<file path="src/rtl/maple_pkg.sv">
// Shared Maple transmitter definitions: FSM states, framing slot patterns and
// the Maple command codes used by frame builders upstream of maple_out.
package maple_pkg;

    typedef enum logic [2:0] {
        StIdle,
        StGuardPre,
        StStart,
        StData,
        StCrc,
        StEnd,
        StGuardPost
    } maple_state_e;

    localparam int unsigned START_SLOTS = 10;
    localparam int unsigned END_SLOTS   = 6;

    // Bit i holds the pin level during slot i of the pattern.
    localparam logic [9:0] START_PIN1 = 10'b10_0000_0000;
    localparam logic [9:0] START_PIN5 = 10'b11_0101_0101;
    localparam logic [5:0] END_PIN1   = 6'b11_0101;
    localparam logic [5:0] END_PIN5   = 6'b10_0000;

    localparam logic [7:0] MAPLE_CMD_DEVICE_REQUEST     = 8'h01;
    localparam logic [7:0] MAPLE_CMD_ALL_STATUS_REQUEST = 8'h02;
    localparam logic [7:0] MAPLE_CMD_RESET_DEVICE       = 8'h03;
    localparam logic [7:0] MAPLE_CMD_KILL_DEVICE        = 8'h04;
    localparam logic [7:0] MAPLE_CMD_DEVICE_STATUS      = 8'h05;
    localparam logic [7:0] MAPLE_CMD_DATA_TRANSFER      = 8'h08;
    localparam logic [7:0] MAPLE_CMD_GET_CONDITION      = 8'h09;
    localparam logic [7:0] MAPLE_CMD_GET_MEDIA_INFO     = 8'h0A;
    localparam logic [7:0] MAPLE_CMD_BLOCK_READ         = 8'h0B;
    localparam logic [7:0] MAPLE_CMD_BLOCK_WRITE        = 8'h0C;
    localparam logic [7:0] MAPLE_CMD_SET_CONDITION      = 8'h0E;

    // Payload bytes for a frame whose first byte is word count L: 4*(L+1).
    function automatic logic [10:0] frame_len(input logic [7:0] word_count);
        return {1'b0, word_count, 2'b00} + 11'd4;
    endfunction

endpackage

</file>
<file path="src/rtl/maple_out_if.sv">
// Byte stream handshake between a frame builder and the Maple transmitter.
interface maple_out_if;
    logic [7:0] tx_data;
    logic       tx_valid;
    logic       tx_ready;

    modport master (output tx_data, output tx_valid, input tx_ready);
    modport slave  (input tx_data, input tx_valid, output tx_ready);
endinterface

</file>
<file path="src/rtl/maple_slot_timer.sv">
// Slot pacing: strobes slot_end on the last cycle of every PHASE_CYCLES-long
// slot while enabled; held at the reload value when disabled.
module maple_slot_timer #(
    parameter int unsigned PHASE_CYCLES = 13
) (
    input  logic clk,
    input  logic reset_n,
    input  logic en,
    output logic slot_end
);

    localparam int unsigned CW = $clog2(PHASE_CYCLES);
    localparam logic [CW-1:0] RELOAD = CW'(PHASE_CYCLES - 1);

    logic [CW-1:0] cnt_q, cnt_d;

    // Next count: reload when idle or at slot end, otherwise count down.
    always_comb begin
        cnt_d = cnt_q;
        if (!en || cnt_q == '0) begin
            cnt_d = RELOAD;
        end else begin
            cnt_d = cnt_q - 1'b1;
        end
    end

    // Counter register with synchronous reset.
    always_ff @(posedge clk) begin
        if (!reset_n) begin
            cnt_q <= RELOAD;
        end else begin
            cnt_q <= cnt_d;
        end
    end

    assign slot_end = en && (cnt_q == '0);

endmodule

</file>
<file path="src/rtl/maple_out.sv">
// Maple bus transmitter: frames an upstream byte stream with guard, start,
// XOR CRC and end patterns and drives SDCKA/SDCKB with the two-slot bit code.
module maple_out
    import maple_pkg::*;
#(
    parameter int unsigned PHASE_CYCLES = 13
) (
    input  logic         clk,
    input  logic         reset_n,
    maple_out_if.slave   tx,
    output logic         pin1_out,
    output logic         pin5_out,
    output logic         oe,
    output logic         busy,
    output logic         done,
    output logic         underrun
);

    maple_state_e state_q, state_d;
    logic [3:0]   slot_q, slot_d;
    logic [7:0]   hold_q, hold_d;
    logic         hold_full_q, hold_full_d;
    logic [7:0]   shift_q, shift_d;
    logic [7:0]   crc_q, crc_d;
    logic [10:0]  n_q, n_d;
    logic [10:0]  acc_q, acc_d;
    logic [10:0]  sent_q, sent_d;
    logic         under_q, under_d;
    logic         pin1_q, pin1_d, pin5_q, pin5_d;
    logic         oe_q, oe_d, busy_q, busy_d;
    logic         done_q, done_d, underrun_q, underrun_d;
    logic         ready_q, ready_d;
    logic         slot_end, hs, byte_bound;

    maple_slot_timer #(
        .PHASE_CYCLES (PHASE_CYCLES)
    ) u_slot_timer (
        .clk      (clk),
        .reset_n  (reset_n),
        .en       (state_q != StIdle),
        .slot_end (slot_end)
    );

    assign hs = tx.tx_valid && ready_q;

    // Pin levels for a given slot; data slots alternate the clocking line per bit.
    function automatic logic [1:0] slot_pins(input maple_state_e st, input logic [3:0] slot,
                                             input logic [7:0] data);
        logic [1:0] pins;
        logic [2:0] bit_idx;
        logic       d;
        bit_idx = slot[3:1];
        d       = data[3'd7 - bit_idx];
        case (st)
            StStart: pins = {START_PIN1[slot], START_PIN5[slot]};
            StEnd:   pins = {END_PIN1[slot[2:0]], END_PIN5[slot[2:0]]};
            StData, StCrc: begin
                if (!bit_idx[0]) pins = {~slot[0], d};
                else             pins = {d, ~slot[0]};
            end
            default: pins = 2'b11;
        endcase
        return pins;
    endfunction

    // Next-state logic: FSM, byte boundaries, holding/shift registers and outputs.
    always_comb begin
        state_d     = state_q;
        slot_d      = slot_q;
        hold_d      = hold_q;
        hold_full_d = hold_full_q;
        shift_d     = shift_q;
        crc_d       = crc_q;
        n_d         = n_q;
        acc_d       = acc_q;
        sent_d      = sent_q;
        under_d     = under_q;
        done_d      = 1'b0;
        underrun_d  = 1'b0;
        byte_bound  = 1'b0;

        unique case (state_q)
            StIdle: begin
                if (hs) begin
                    hold_d      = tx.tx_data;
                    hold_full_d = 1'b1;
                    n_d         = frame_len(tx.tx_data);
                    acc_d       = 11'd1;
                    sent_d      = '0;
                    crc_d       = '0;
                    under_d     = 1'b0;
                    slot_d      = '0;
                    state_d     = StGuardPre;
                end
            end
            StGuardPre: begin
                if (slot_end) begin
                    state_d = StStart;
                    slot_d  = '0;
                end
            end
            StStart: begin
                if (slot_end) begin
                    if (slot_q == 4'(START_SLOTS - 1)) byte_bound = 1'b1;
                    else                               slot_d = slot_q + 4'd1;
                end
            end
            StData: begin
                if (slot_end) begin
                    if (slot_q == 4'd15) byte_bound = 1'b1;
                    else                 slot_d = slot_q + 4'd1;
                end
            end
            StCrc: begin
                if (slot_end) begin
                    if (slot_q == 4'd15) begin
                        state_d = StEnd;
                        slot_d  = '0;
                    end else begin
                        slot_d = slot_q + 4'd1;
                    end
                end
            end
            StEnd: begin
                if (slot_end) begin
                    if (slot_q == 4'(END_SLOTS - 1)) begin
                        state_d = StGuardPost;
                        slot_d  = '0;
                    end else begin
                        slot_d = slot_q + 4'd1;
                    end
                end
            end
            StGuardPost: begin
                if (slot_end) begin
                    state_d     = StIdle;
                    hold_full_d = 1'b0;
                    done_d      = !under_q;
                    underrun_d  = under_q;
                end
            end
            default: state_d = StIdle;
        endcase

        // All payload sent -> CRC; next byte waiting -> load it; else abort to END.
        if (byte_bound) begin
            slot_d = '0;
            if (sent_q == n_q) begin
                shift_d = crc_q;
                state_d = StCrc;
            end else if (hold_full_q) begin
                shift_d     = hold_q;
                crc_d       = crc_q ^ hold_q;
                hold_full_d = 1'b0;
                sent_d      = sent_q + 11'd1;
                state_d     = StData;
            end else begin
                under_d = 1'b1;
                state_d = StEnd;
            end
        end

        if (state_q != StIdle && hs) begin
            hold_d      = tx.tx_data;
            hold_full_d = 1'b1;
            acc_d       = acc_q + 11'd1;
        end

        ready_d = (state_d == StIdle) ||
                  ((state_d inside {StGuardPre, StStart, StData}) && !hold_full_d &&
                   (acc_d < n_d));
        oe_d    = (state_d != StIdle);
        busy_d  = (state_d != StIdle);
        {pin1_d, pin5_d} = slot_pins(state_d, slot_d, shift_d);
    end

    // State and registered outputs; synchronous active-low reset.
    always_ff @(posedge clk) begin
        if (!reset_n) begin
            state_q     <= StIdle;
            slot_q      <= '0;
            hold_q      <= '0;
            hold_full_q <= 1'b0;
            shift_q     <= '0;
            crc_q       <= '0;
            n_q         <= '0;
            acc_q       <= '0;
            sent_q      <= '0;
            under_q     <= 1'b0;
            pin1_q      <= 1'b1;
            pin5_q      <= 1'b1;
            oe_q        <= 1'b0;
            busy_q      <= 1'b0;
            done_q      <= 1'b0;
            underrun_q  <= 1'b0;
            ready_q     <= 1'b0;
        end else begin
            state_q     <= state_d;
            slot_q      <= slot_d;
            hold_q      <= hold_d;
            hold_full_q <= hold_full_d;
            shift_q     <= shift_d;
            crc_q       <= crc_d;
            n_q         <= n_d;
            acc_q       <= acc_d;
            sent_q      <= sent_d;
            under_q     <= under_d;
            pin1_q      <= pin1_d;
            pin5_q      <= pin5_d;
            oe_q        <= oe_d;
            busy_q      <= busy_d;
            done_q      <= done_d;
            underrun_q  <= underrun_d;
            ready_q     <= ready_d;
        end
    end

    assign tx.tx_ready = ready_q;
    assign pin1_out    = pin1_q;
    assign pin5_out    = pin5_q;
    assign oe          = oe_q;
    assign busy        = busy_q;
    assign done        = done_q;
    assign underrun    = underrun_q;

endmodule

</file>
<file path="src/flat_wrapper.sv">
// flat-port wrapper written by rule: the top's interface ports become plain ports
module maple_out_flat import maple_pkg::*;
#(
    parameter int unsigned PHASE_CYCLES = 13
)
  (clk, reset_n, pin1_out, pin5_out, oe, busy, done, underrun, tx_tx_data, tx_tx_valid, tx_tx_ready);
  maple_out_if tx_i ();
  input  logic clk;
  input  logic reset_n;
  output logic pin1_out;
  output logic pin5_out;
  output logic oe;
  output logic busy;
  output logic done;
  output logic underrun;
  input wire logic [$bits(tx_i.tx_data)-1:0] tx_tx_data;
  input wire logic [$bits(tx_i.tx_valid)-1:0] tx_tx_valid;
  output wire logic [$bits(tx_i.tx_ready)-1:0] tx_tx_ready;
  assign tx_i.tx_data = tx_tx_data;
  assign tx_i.tx_valid = tx_tx_valid;
  assign tx_tx_ready = tx_i.tx_ready;
  maple_out #(.PHASE_CYCLES(PHASE_CYCLES)) u_core (.clk(clk), .reset_n(reset_n), .tx(tx_i), .pin1_out(pin1_out), .pin5_out(pin5_out), .oe(oe), .busy(busy), .done(done), .underrun(underrun));
endmodule
</file>
<file path="config.mk">
export PLATFORM = sky130hd
export DESIGN_NAME = maple_out_flat
export DESIGN_NICKNAME = d
export VERILOG_FILES = /design/src/rtl/maple_pkg.sv /design/src/rtl/maple_out_if.sv /design/src/rtl/maple_slot_timer.sv /design/src/rtl/maple_out.sv /design/src/flat_wrapper.sv
export SDC_FILE = /design/constraint.sdc
export NUM_CORES = 1
export LEC_CHECK = 0
export CAP_MARGIN = 20
export CORE_MARGIN = 1.5
export CORE_UTILIZATION = 41
export CTS_CLUSTER_DIAMETER = 100
export DETAILED_ROUTE_END_ITERATION = 10
export PLACE_DENSITY = 0.54
export SLEW_MARGIN = 20
export SYNTH_ARGS = -nofsm -noshare
export SYNTH_HDL_FRONTEND = slang
export SYNTH_HIERARCHICAL = 1
export SYNTH_SLANG_ARGS = --single-unit
</file>
<file path="constraint.sdc">
create_clock -name clk -period 2.9 [get_ports clk]
set_clock_uncertainty 0.05 [all_clocks]
set_input_delay 0.29 -clock clk [delete_from_list [all_inputs] [get_ports clk]]
set_output_delay 0.29 -clock clk [all_outputs]
set_load 0.05 [all_outputs]
</file>
# After elaboration in Yosys (flattened, before gate mapping)
# Memories as Yosys holds them, arrays and structs flattened.
# Cells that the tools add are included.
op_classes:
  reduce_logical: 23
  multipliers: 0
  bitwise_logic: 3
  div: 0
  n_eq_ne: 15
  muxes: 69
  n_addsub: 6
  shifts: 0
  magnitude_cmp: 4
ops:
  columns: ["op", "n"]
  rows:
  - ["11-bit two-way mux", 10]
  - ["8-bit two-way mux", 11]
  - ["4-bit two-way mux", 11]
  - ["3-bit two-way mux", 10]
  - ["4-bit case mux with 6 select lines", 1]
  - ["11-bit by 1-bit adder with 11-bit output (second input constant)", 2]
  - ["1-bit two-way mux", 20]
  - ["3-bit case mux with 6 select lines", 1]
  - ["3-bit == test (second input constant)", 5]
  - ["3-bit by 2-bit == test with 1-bit output (second input constant)", 4]
  - ["10-bit by 3-bit adder with 11-bit output (second input constant)", 1]
  - ["11-bit == test", 1]
  - ["11-bit less-than comparator", 1]
  - ["3-bit nonzero test", 3]
  - ["4-bit == test (second input constant)", 2]
  - ["3-bit by 4-bit less-than comparator with 1-bit output (second input constant)", 2]
  - ["8-bit XOR", 1]
  - ["3-bit by 1-bit == test with 1-bit output (second input constant)", 2]
  - ["3-bit logical NOT", 2]
  - ["2-bit case mux with 3 select lines", 1]
  - ["2-bit OR reduction", 3]
  - ["1-bit logical AND", 5]
  - ["4-bit by 5-bit less-than comparator with 1-bit output (second input constant)", 1]
  - ["4-bit by 1-bit adder with 4-bit output (second input constant)", 1]
  - ["13 further kinds", 19]
word_totals:
  mem_bits_ro: 48
  output_inout_bits: 7
  ramBits: 0
  latchBits: 0
  n_memories: 4
  input_bits: 11
  regBits: 76
  wordCells: 141
mem_list:
  columns: ["name", "depth", "word_bits", "read_ports", "rd_ports_with_merged_regs", "wr", "line", "text"]
  rows:
  - ["(no name shown)", 16, 1, 1, 0, 0, "maple_out.sv:55", "StStart: pins = {START_PIN1[slot], START_PIN5[slot]};"]
  - ["(no name shown)", 16, 1, 1, 0, 0, "maple_out.sv:55", null]
  - ["(no name shown)", 8, 1, 1, 0, 0, "maple_out.sv:56", "StEnd: pins = {END_PIN1[slot[2:0]], END_PIN5[slot[2:0]]};"]
  - ["(no name shown)", 8, 1, 1, 0, 0, "maple_out.sv:56", null]

# Depth between registers and ports, before layout
logic_depth:
  ltp_word: 12
  depth_mapped: 13
  ltp_nobuf: 12

# Hierarchy
# The synthesis kept the hierarchy.
by_module_without_submodules:
  columns: ["module", "instances", "seq_area_each_um2", "area_per_inst_um2", "cells_per_inst"]
  rows:
  - ["maple_out", 1, 1441.4, 4331.7, 552]
  - ["maple_slot_timer", 1, 80.1, 165.2, 17]

# Least setup slack after synthesis
# Ideal clock, no wire load.
synth_timing:
  kind: "register to register"
  start: "register u_core.ready_q, in the netlist u_core/tx.tx_ready"
  end: "register u_core.ready_q, in the netlist u_core/tx.tx_ready"
  required_ns: 2.764
  stages_incl_launch_ff: 14
  path_slack_ns: -0.070
  period_less_slack_ns: 2.970
  arrival_ns: 2.835
  n_path_buf: 2
  setup_ns: 0.086
  cell_sequence: "dfxtp_1 and2_1 clkbuf_1 nand2_1 clkbuf_1 nor2_1 a21oi_1 ha_1 a21o_1 a21oi_1 nor2b_1 o311ai_0 nand3_1 a211oi_1"
synth_via:
  elab_chain_len: 11
  word_cells_on_any_way: 26
  classes_between: "1 x order compare; 3 x eq/ne; 14 x mux; 8 x reduce/logical"
synth_lines:
  columns: ["item", "line", "text"]
  rows:
  - ["from (decl)", "maple_out.sv:32", "logic ready_q, ready_d;"]
  - ["from (signal assigned)", "maple_out.sv:214", "ready_q <= ready_d;"]
  - ["1-bit logical AND *", "maple_out.sv:44", "assign hs = tx.tx_valid && ready_q;"]
  - ["branches (longest 9 deep; another with 11-bit less-than comparator)", null, null]
  - ["1-bit logical OR *", "maple_out.sv:169", "ready_d = (state_d == StIdle) ||"]
# Mark *: on every way between the ends.
# A chain may end at the register's enable or synchronous reset.

# Worst setup path after layout
layout_timing:
  start: "register u_core.u_slot_timer.cnt_q[0]"
  end: "register u_core.pin5_q, in the netlist u_core/pin5_out"
layout_via:
  elab_chain_len: 10
  word_cells_on_any_way: 34
  classes_between: "1 x add/sub; 4 x eq/ne; 23 x mux; 1 x bitwise; 3 x reduce/logical; 2 x memory"
layout_lines:
  columns: ["item", "line", "text"]
  rows:
  - ["from (decl)", "maple_slot_timer.sv:15", "logic [CW-1:0] cnt_q, cnt_d;"]
  - ["from (signal assigned)", "maple_slot_timer.sv:32", "cnt_q <= cnt_d;"]
  - ["4-bit logical NOT *", "maple_slot_timer.sv:36", "assign slot_end = en && (cnt_q == '0);"]
  - ["1-bit logical AND *", "maple_slot_timer.sv:36", null]
  - ["via u_core.slot_end", "maple_out.sv:33", "logic slot_end, hs, byte_bound;"]
  - ["4-bit two-way mux, or another cell as far along", "maple_out.sv:125", "if (slot_end) begin"]
  - ["4-bit case mux with 6 select lines / 1-bit case mux with 2 select lines (equally long branches)", "maple_out.sv:82", "unique case (state_q)"]
  - ["4-bit two-way mux", "maple_out.sv:146", "if (byte_bound) begin"]
  - ["3-bit subtractor", "maple_out.sv:53", "d = data[3'd7 - bit_idx];"]
  - ["1-bit binary-select mux with 3-bit select", "maple_out.sv:53", null]
  - ["1-bit two-way mux (implied by the code)", "maple_out.sv:53", null]
  - ["2-bit two-way mux", "maple_out.sv:58", "if (!bit_idx[0]) pins = {~slot[0], d};"]
  - ["2-bit case mux with 3 select lines *", "maple_out.sv:54", "case (st)"]
  - ["to (signal assigned)", "maple_out.sv:209", "pin5_q <= pin5_d;"]
  - ["to (decl)", "maple_out.sv:29", "logic pin1_q, pin1_d, pin5_q, pin5_d;"]
# The timed path passes the listed nets; every way through them passes the cells marked *. The select of a mux whose other input is x is not followed.

==> flow_metrics.tcl <==
set metrics [dict create \
    status "completed" \
    grt_start_max_net_pins 51 \
    grt.overflow.total 0 \
    synth_edf_count 0 \
    count_of_unique_library_cells_instantiated_by_yosys 67 \
    n_antenna_cell 0 \
    yosysWarnings 6 \
    critPathKind "reg2reg" \
    floorplan.die_area_um2 11600 \
    grt_pass1_vias 4020 \
    gpl.final_weighted_congestion 0.874 \
    clk_transition_reported_paths_ns 0.07 \
    drv_slew 0 \
    antenna_violations_before_repair 0 \
    ys_seq_elements 76 \
    pwr_cell_area_nw_per_um2 481 \
    synth_area_per_cell_um2 7.90 \
    power.switching_mw 0.803 \
    layout.nets 641 \
    setup_total_negative_slack_ns 0 \
    grtUsageMet2_pct 37.3 \
    via_density_per_instance 5.65 \
    hold_viol 0 \
    routed-via-count 4282 \
    maxClockFrequency_mhz 365 \
    relSlewSlack_pct 62.3 \
    final_period_minus_worst_setup_slack_ns 2.74 \
    drc 0 \
    finalNonFillerCells 758 \
    final_cell_mix "sky130_fd_sc_hd__dfxtp_1 (73), sky130_fd_sc_hd__a21oi_1 (62), sky130_fd_sc_hd__nand2_1 (52), sky130_fd_sc_hd__nor2_1 (52), sky130_fd_sc_hd__buf_4 (49)" \
    syn-cell-area_um2 4500 \
    hp-class "reg2reg" \
    grt_util_met1_pct 28.3 \
    clock_tree_from_tritoncts "built" \
    syn_to_final_growth_pct 17.8 \
    die-width_um 108 \
    post_drt_wl_per_cell_um 16.1 \
    synthesized_netlist_net_count 597 \
    switching_part_of_the_total_power_pct 31.5 \
    top_level_ports 18 \
    detailedRoute.firstIterationViolations 269 \
    clk_root_buffer_cell "sky130_fd_sc_hd__clkbuf_8" \
    power.sequential.fraction_pct 44.0 \
    p_leak_nw 2.05 \
    fp-row-count 38 \
    async_reset_ff_share_pct 0 \
    cap_violations 0 \
    clockBufferDepth 2 \
    groute.layer.met3.usage_pct 4.18 \
    postSynthCellCount 569 \
    synth_ff_type "sky130_fd_sc_hd__dfxtp_1" \
    clock_power_share_pct 32.9 \
    critPathMaxFanout 6 \
    grt_setup_unrepaired "no" \
    worstMarginPinSlew_ns 0.561 \
    place.detailed.instances 737 \
    cts_inserted_buffers 9 \
    h_tree_lvls 3 \
    crit_path_cell_trace "inv_1 > ha_1 > nor3b_4 > and2_4 > and3_1 > a311oi_2 > a21o_1 > buf_4 > o211a_1 > a31oi_1 > mux2i_1 > nor4_1 > o21ai_1" \
    fillers 1119 \
    layout.cells.most_common "sky130_fd_sc_hd__dfxtp_1" \
    max-vdd-ir-drop_mv 0.278 \
    core_area_um2 10700 \
    critPathRequiredTime_ns 3.08 \
    globalRoute.busiestLayer "met2" \
    drive_gt1_share_pct 15.4 \
    clk-insertion-delay-late_ns 0.36 \
    internal_power_mw 1.75 \
    count_of_input_and_output_buffers 17 \
    critical-path-max-stage-delay_ns 0.34 \
    worst_ep_arrival_time_ns 2.92 \
    routed_wirelength_um 12200 \
    power_frac_comb_pct 23.1 \
    post-route-period-util_pct 94.5 \
    chipHeight_um 108 \
    detailedRoute.firstPassIterationCount 5 \
    critPathLaunchType "register" \
    clkSinkCount 76 \
    detail-route-antenna-nets 0 \
    slowest_stage "sky130_fd_sc_hd__dfxtp_2" \
    seq_total_area_yosys_pct 33.8 \
    dp_hpwl_um 8920 \
    sort_of_element_at_the_end_of_the_critical_path "register" \
    initial_utilization_pct 41.8 \
    global_router_s_overall_resource_usage_pct 21.9 \
    grt_pass1_wl_um 19900 \
    setup_viol 0 \
]
-- power by group through the flow --
| stage | sequential, mW | combinational [mW] | clock, mW |
|---|---|---|---|
| 2_1_floorplan | 1.16 | 0.369 | 0 |
| 3_3_place_gp | 1.14 | 0.578 | 0 |
| 3_5_place_dp | 1.14 | 0.581 | 0 |
| 4_1_cts | 1.12 | 0.585 | 0.865 |
| 5_1_grt | 1.13 | 0.650 | 0.916 |
| 6_report | 1.12 | 0.589 | 0.839 |
-- cells in the mapped netlist, drive strengths merged, types with 11 or more instances --
master	number	area (um^2)
nand2	53	201
inv	16	60.1
nor2	53	206
nand3	21	110
xnor2	18	158
and3	15	93.8
clkbuf	20	75.1
buf	15	103
nand3b	11	82.6
dfxtp	76	1520
nor3	18	106
ha	17	213
o21ai	48	248
a21oi	62	310
-- worst max-delay path, delay by kind of cell, from the launching register on --
kind | cells | cell delay [ns]
DFF | 1 | 0.34
and+or+nand+nor | 4 | 0.91
adders and majority gates | 1 | 0.17
buffers and inverters | 2 | 0.20
muxes | 1 | 0.11
AOI/OAI and AO/OA | 5 | 0.83
-- repair_timing --
action                                  4_1_cts  5_1_grt
resized for setup                             2       12
hold buffers                                  0        0
endpoints found under the setup margin        1       14
pin swaps                                     0        7
buffers inserted                              0        4
gates cloned                                  0        1
-- state kept, by name, indices dropped and copies added (netlist names), 3 cells and up --
name and cells:
u_core/acc_q 11, u_core/n_q 11, u_core/sent_q 11, u_core/crc_q 8, u_core/hold_q 8, u_core/shift_q 8
u_core/slot_q 4, u_core/u_slot_timer/cnt_q 4, u_core/state_q 3
-- through the flow --
stage	total power, mW	worst slack, ns	util, %	instance area, um^2	hold WS [ns]
floorplan	1.53	0.124	-	4500	0.326
global placement	1.72	0.00657	46.6	5010	0.403
detailed placement	1.73	-0.0731	46.6	5010	0.410
CTS	2.57	0.0364	48.6	5220	0.418
global route	2.69	0.00479	49.3	5300	0.410
finish	2.55	0.160	49.3	5300	0.395
-- kinds of logic after synthesis --
kind of cell    Yosys count  synth area share, %
mux                       4                0.918
flops                    76                 33.8
buf+inv                  51                 5.29
compound gates          173                 24.3
fa+ha+maj                17                 4.73
simple gates            223                 26.0
xor+xnor                 25                 4.87
-- layer usage --
layer	up-vias	share of wire (%)
li1	2161	-
met1	2032	47
met2	78	48
met3	11	3.7
met4	0	1.2
met5	-	0
-- path summary, 6_finish.rpt --
path / startpoint / endpoint / slack (ns) / cells after the start
setup / recovery: u_core/u_slot_timer/cnt_q[0]$_SDFF_PP0_ / u_core/pin5_out$_SDFF_PN1_ / 0.16 / 13
hold / removal: u_core/u_slot_timer/cnt_q[0]$_SDFF_PP0_ / u_core/u_slot_timer/cnt_q[0]$_SDFF_PP0_ / 0.40 / 1
setup reg to reg: u_core/u_slot_timer/cnt_q[0]$_SDFF_PP0_ / u_core/pin5_out$_SDFF_PN1_ / 0.16 / 13
hold reg to reg: u_core/u_slot_timer/cnt_q[0]$_SDFF_PP0_ / u_core/u_slot_timer/cnt_q[0]$_SDFF_PP0_ / 0.40 / 1
-- final cells by class --
class / instances / area, um^2 / share of cell area [%]
Clock buffer: 12 / 155 / 2.93
Clock inverter: 4 / 47.5 / 0.897
Inverter: 16 / 60.1 / 1.13
Multi-Input combinational cell: 443 / 2790 / 52.6
Sequential cell: 76 / 1530 / 28.8
Tap cell: 140 / 175 / 3.31
Timing Repair Buffer: 67 / 549 / 10.4
Power figures use the tool's default switching activity.
